==> config.mk <==
export PLATFORM = sky130hd
export DESIGN_NAME = rng_test_sequencer
export DESIGN_NICKNAME = d
export VERILOG_FILES = /design/src/rtl/rng_test_pkg.sv /design/src/rtl/rng_test_sequencer_rct.sv /design/src/rtl/rng_test_sequencer.sv
export SDC_FILE = /design/constraint.sdc
export NUM_CORES = 1
export LEC_CHECK = 0
export CORE_MARGIN = 2
export CORE_UTILIZATION = 30
export DETAILED_ROUTE_END_ITERATION = 10
export MAX_ROUTING_LAYER = met4
export SLEW_MARGIN = 30
export SYNTH_ARGS = -nofsm -noshare
export SYNTH_HDL_FRONTEND = slang
export SYNTH_SLANG_ARGS = --single-unit
==> constraint.sdc <==
create_clock -name clk -period 1.75 [get_ports clk]
set_input_delay 0.4375 -clock clk [delete_from_list [all_inputs] [get_ports clk]]
set_output_delay 0.4375 -clock clk [all_outputs]
set_load 0.01 [all_outputs]
==> src/rtl/rng_test_pkg.sv <==
// Shared types and default constants for the RNG health-test sequencer.
package rng_test_pkg;

  typedef enum logic [2:0] {
    ST_IDLE,
    ST_CLEAR,
    ST_FEED,
    ST_SETTLE,
    ST_SAMPLE
  } state_t;

  localparam int DEF_WINDOW     = 20000;
  localparam int DEF_SETTLE     = 3;
  localparam int DEF_FAIL_LIMIT = 3;
  localparam int DEF_RCT_CUTOFF = 32;

  localparam int CNT_W = 15;

endpackage

==> src/rtl/rng_test_sequencer_rct.sv <==
// Repetition-count test: tracks the run length of identical accepted bits and
// latches a failure for the window once the run reaches CUTOFF.
module rng_rct
  import rng_test_pkg::*;
#(
  parameter int CUTOFF = DEF_RCT_CUTOFF
) (
  input  logic clk,
  input  logic rst,
  input  logic clr,
  input  logic data_bit,
  input  logic vld,
  output logic fail
);

  localparam logic [5:0] CUT = (CUTOFF > 63) ? 6'd63 : 6'(CUTOFF);

  logic [5:0] run_reg;
  logic [5:0] run_next;
  logic       last_reg;
  logic       fail_reg;

  // A run of zero means no bit seen yet this window, so the first bit starts a run of 1.
  always_comb begin
    run_next = run_reg;
    if (vld) begin
      if (run_reg != 6'd0 && data_bit == last_reg) begin
        run_next = (run_reg == 6'd63) ? run_reg : run_reg + 6'd1;
      end else begin
        run_next = 6'd1;
      end
    end
  end

  always_ff @(posedge clk) begin
    if (rst || clr) begin
      run_reg  <= 6'd0;
      last_reg <= 1'b0;
      fail_reg <= 1'b0;
    end else if (vld) begin
      run_reg  <= run_next;
      last_reg <= data_bit;
      if (run_next >= CUT) begin
        fail_reg <= 1'b1;
      end
    end
  end

  assign fail = fail_reg;

endmodule

==> src/rtl/rng_test_sequencer.sv <==
// Windowed sequencer feeding raw entropy bits to a statistical test engine and
// tracking consecutive failures; define RNG_SEQ_RCT_EN to add a repetition-count test.
module rng_test_sequencer
  import rng_test_pkg::*;
#(
  parameter int WINDOW     = DEF_WINDOW,
  parameter int SETTLE     = DEF_SETTLE,
  parameter int FAIL_LIMIT = DEF_FAIL_LIMIT,
  parameter int RCT_CUTOFF = DEF_RCT_CUTOFF
) (
  input  logic       clk,
  input  logic       rst,
  input  logic       start,
  input  logic       continuous,
  input  logic       clr_alarm,
  input  logic       rand_bit,
  input  logic       rand_vld,
  output logic       rand_rdy,
  output logic       test_rst,
  output logic       test_bit,
  output logic       test_bit_vld,
  input  logic       test_pass,
  output logic       busy,
  output logic       done,
  output logic       verdict,
  output logic [1:0] fail_cnt,
  output logic       alarm
);

  localparam logic [CNT_W-1:0] WINDOW_LAST = CNT_W'(WINDOW - 1);
  localparam logic [7:0]       SETTLE_LAST = 8'(SETTLE - 1);
  localparam logic [1:0]       FAIL_LIM    = (FAIL_LIMIT > 3) ? 2'd3 : 2'(FAIL_LIMIT);

  state_t           state_reg;
  state_t           state_next;
  logic [CNT_W-1:0] bit_cnt_reg;
  logic [7:0]       settle_cnt_reg;
  logic             done_reg;
  logic             verdict_reg;
  logic [1:0]       fail_cnt_reg;
  logic             alarm_reg;

  logic feed;
  logic accept;
  logic window_ok;
  logic alarm_set;

  assign feed   = (state_reg == ST_FEED);
  assign accept = feed & rand_vld;

`ifdef RNG_SEQ_RCT_EN
  logic rct_fail;

  rng_rct #(
    .CUTOFF(RCT_CUTOFF)
  ) u_rct (
    .clk      (clk),
    .rst      (rst),
    .clr      (state_reg == ST_CLEAR),
    .data_bit (rand_bit),
    .vld      (accept),
    .fail     (rct_fail)
  );

  assign window_ok = test_pass & ~rct_fail;
`else
  assign window_ok = test_pass;
`endif

  always_comb begin
    state_next = state_reg;
    case (state_reg)
      ST_IDLE:   if (start || continuous) state_next = ST_CLEAR;
      ST_CLEAR:  state_next = ST_FEED;
      ST_FEED:   if (accept && bit_cnt_reg == WINDOW_LAST) state_next = ST_SETTLE;
      ST_SETTLE: if (settle_cnt_reg == SETTLE_LAST) state_next = ST_SAMPLE;
      ST_SAMPLE: state_next = continuous ? ST_CLEAR : ST_IDLE;
      default:   state_next = ST_IDLE;
    endcase
  end

  always_ff @(posedge clk) begin
    if (rst) begin
      state_reg      <= ST_IDLE;
      bit_cnt_reg    <= '0;
      settle_cnt_reg <= '0;
      done_reg       <= 1'b0;
    end else begin
      state_reg <= state_next;
      done_reg  <= (state_reg == ST_SAMPLE);
      if (state_reg == ST_CLEAR) begin
        bit_cnt_reg <= '0;
      end else if (accept) begin
        bit_cnt_reg <= bit_cnt_reg + 1'b1;
      end
      settle_cnt_reg <= (state_reg == ST_SETTLE) ? settle_cnt_reg + 8'd1 : 8'd0;
    end
  end

  // Alarm is raised one cycle after the failing window updates fail_cnt,
  // i.e. while done is still high; a set beats a simultaneous clear.
  assign alarm_set = done_reg & ~verdict_reg & (fail_cnt_reg >= FAIL_LIM);

  always_ff @(posedge clk) begin
    if (rst) begin
      verdict_reg  <= 1'b0;
      fail_cnt_reg <= 2'd0;
      alarm_reg    <= 1'b0;
    end else begin
      if (state_reg == ST_SAMPLE) begin
        verdict_reg <= window_ok;
        if (window_ok) begin
          fail_cnt_reg <= 2'd0;
        end else if (fail_cnt_reg != 2'd3) begin
          fail_cnt_reg <= fail_cnt_reg + 2'd1;
        end
      end
      if (alarm_set) begin
        alarm_reg <= 1'b1;
      end else if (clr_alarm) begin
        alarm_reg <= 1'b0;
      end
    end
  end

  assign rand_rdy     = feed;
  assign test_bit     = feed & rand_bit;
  assign test_bit_vld = accept;
  assign test_rst     = rst | (state_reg == ST_CLEAR);
  assign busy         = (state_reg != ST_IDLE);
  assign done         = done_reg;
  assign verdict      = verdict_reg;
  assign fail_cnt     = fail_cnt_reg;
  assign alarm        = alarm_reg;

endmodule

==> impl_metrics.env <==
export IMPL_cts_sinks=31
export IMPL_stdcell_area_um2=1950
export IMPL_synth_top_family_by_area="simple AND/OR/NAND/NOR gates"
export IMPL_cts_tree="yes"
export IMPL_reg2reg_depth=4
export IMPL_nFillCells=450
export IMPL_criticalPathCategory="flip-flop to flip-flop"
export IMPL_clock_fmax_ghz=0.585
export IMPL_synth_simple_gate_area_share_pct=31.3
export IMPL_n_antenna_cell=0
export IMPL_drc=0
export IMPL_grt_setup_unrepaired="true"
export IMPL_vdd_drop_max_mv=0.271
export IMPL_syn_instance_count=164
export IMPL_period_minus_slack_ps=1710
export IMPL_htreeDepth=2
export IMPL_muxShareOfSynthArea_pct=0.711
export IMPL_coreArea_um2=4440
export IMPL_grt_first_pass_wirelength_mm=5.24
export IMPL_placed_area_um2=1810
export IMPL_critPathLaunchType="flip-flop"
export IMPL_clkSlewWorstSetupHoldPaths_ps=60
export IMPL_seq_area_um2=634
export IMPL_synthXorXnorAreaFrac_pct=9.33
export IMPL_yosysTopAreaCell="dfxtp_1"
export IMPL_grt_max_degree=16
export IMPL_max_slew_margin_pct=75.4
export IMPL_synth_async_reset_ratio_pct=0
export IMPL_final_hold_violation_count=0
export IMPL_initial_core_util_pct=31.7
export IMPL_period_share_pct=97.7
export IMPL_worst_path_max_fanout=6
export IMPL_synth_nets=176
export IMPL_syn_area_per_cell_um2=8.58
export IMPL_synth_seq_area_share_pct=44.1
export IMPL_worst_ep_required_time_ps=1970
export IMPL_critical_path_arrival_ps=1930
export IMPL_vias=1275
export IMPL_synth_compound_area_share_pct=7.73
export IMPL_cts_root_buf="clkbuf_8"
export IMPL_area_delta_synth_final_pct=38.3
export IMPL_ys_ff_latch=31
export IMPL_finalSetupViolCount=0
export IMPL_grt_pass1_vias=1219
export IMPL_grt_use_total_pct=13.3
export IMPL_synth_area_um2=1410
export IMPL_synth_commonest_cells="31 x dfxtp_1, 28 x nor2_1, 11 x a21oi_1"
export IMPL_dp_hpwl_mm=2.11
export IMPL_antenna_found_initial=0
export IMPL_end_kind="flip-flop"
export IMPL_ant_nets=0
export IMPL_multiInputGateArea_um2=774
export IMPL_die_h_um=72.5
export IMPL_ios=18
export IMPL_yosysMostFrequentCell="dfxtp_1"
export IMPL_drt_total_wl_mm=2.95
export IMPL_avgRoutedWirePerCell_um=11.2
export IMPL_routed_via_density=4.87
export IMPL_drive_gt1_share_pct=28.6
export IMPL_synth_edf_count=0
export IMPL_power_density_nw_per_um2=807
export IMPL_numCtsBuffers=5
export IMPL_cts_buffer_depth=2
export IMPL_die_area_um2=5260
export IMPL_finalMaxSlewViolations=0
export IMPL_power_mw=1.57
export IMPL_io_buffers=17
export IMPL_nets=222
export IMPL_die_w_um=72.5
export IMPL_synth_distinct_cells=33
export IMPL_synth_top_cell_area_share_pct=44.1
export IMPL_gp_congestion=0.832
export IMPL_tightest_slew_ps=366
export IMPL_largest_reg_flops=15
export IMPL_ys_flop_type="dfxtp_1"
export IMPL_finClkSkew_ps=3.97
export IMPL_power_leakage_nw=0.737
export IMPL_synthTopCellsByArea="dfxtp_1 44%, nor2_1 7.5%, xor2_1 5.0%"
export IMPL_maxCapViolCount=0
export IMPL_dr_pass1_iters=4
export IMPL_rows=24
export IMPL_yosys_warnings=0
export IMPL_clk_insertion_delay_late_ps=290
export IMPL_min_path_type="flip-flop to flip-flop"
export IMPL_outcome="complete, no violations"
export IMPL_synthAdderAreaFrac_pct=3.56
export IMPL_holdWs_ps=471
export IMPL_drtIter0Drc=85
export IMPL_grt_overflow=0
export IMPL_min_path_cells=2
[what timing repair did]
item                       4_1_cts  5_1_grt
hold buffers                     0        0
setup buffers                    3        0
resized for setup               19       14
pin swaps                        4       10
setup endpoints to repair       10        7
hold endpoints to repair         0        0
[final cells by class]
type	count	share of cell area (%)
clock buffer	6	4.24
multi-input combinational	121	39.8
tap	52	3.34
sequential	31	32.6
inverter	6	1.16
clock inverter	1	0.257
timing repair buffer	45	18.6
[kinds of logic after synthesis]
family | count (synthesis)
DFF | 31
AOI/OAI and AO/OA | 19
and+or+nand+nor | 82
buffers and inverters | 12
xor gates and xnor gates | 15
muxes | 1
adders and majority gates | 4
[path summary, 6_finish.rpt]
check                from  slack, ps               to
max          state_reg[0]         40  bit_cnt_reg[14]
min                 alarm        470            alarm
max reg2reg  state_reg[0]         40  bit_cnt_reg[14]
min reg2reg         alarm        470            alarm
[worst max-delay path, stage by stage, from the launching register on]
cell	delay [ps]
dfxtp_4	350
nand4bb_4	270
or4_4	560
or3_4	340
a21oi_2	110
[per-stage QoR]
stage               worst slack (ps)  setup TNS, ps  instances  utilization, %
finish                          40.2              0        262            43.8
global route                   -48.8          -78.0        262            43.8
CTS                             4.80              0        262            43.5
detailed placement              -547          -4220        252            40.7
global placement                -533          -4110        252            40.7
floorplan                       30.5              0        164               -
[power breakdown]
group | internal (mW) | total [mW] | switching [mW] | leakage (nW)
sequential | 0.727 | 0.747 | 0.0201 | 0.254
clock | 0.308 | 0.575 | 0.267 | 0.0470
combinational | 0.135 | 0.250 | 0.114 | 0.436
[routing by layer]
metal | routed length, um | up-vias | share of wire (%) | GRT usage [%]
li1 | - | 656 | - | -
met1 | 1400 | 591 | 47 | 15.0
met2 | 1360 | 20 | 46 | 20.7
met3 | 104 | 8 | 3.5 | 4.03
met4 | 82 | 0 | 2.8 | 8.02
met5 | 0 | - | 0 | -
[layout by cell type (no fill, tap or decap), types with 2 or more instances in the layout]
cell             instances
a21oi_1                  9
a21oi_2                  2
and3_1                   3
buf_4                   28
clkbuf_2                 3
clkbuf_8                 6
clkdlybuf4s50_1         10
dfxtp_1                 24
dfxtp_2                  5
dfxtp_4                  2
dlygate4sd2_1            3
ha_1                     3
inv_1                    5
nand2_1                 10
nand2b_1                 2
nand3_1                  8
nand4_1                  5
nor2_1                  27
nor3_1                   7
nor4_1                   2
nor4b_1                  2
o21ai_0                  3
or3_1                    4
or4_4                    3
xnor2_1                  7
xor2_1                   8
No activity file was read; power rests on OpenSTA's default activity.
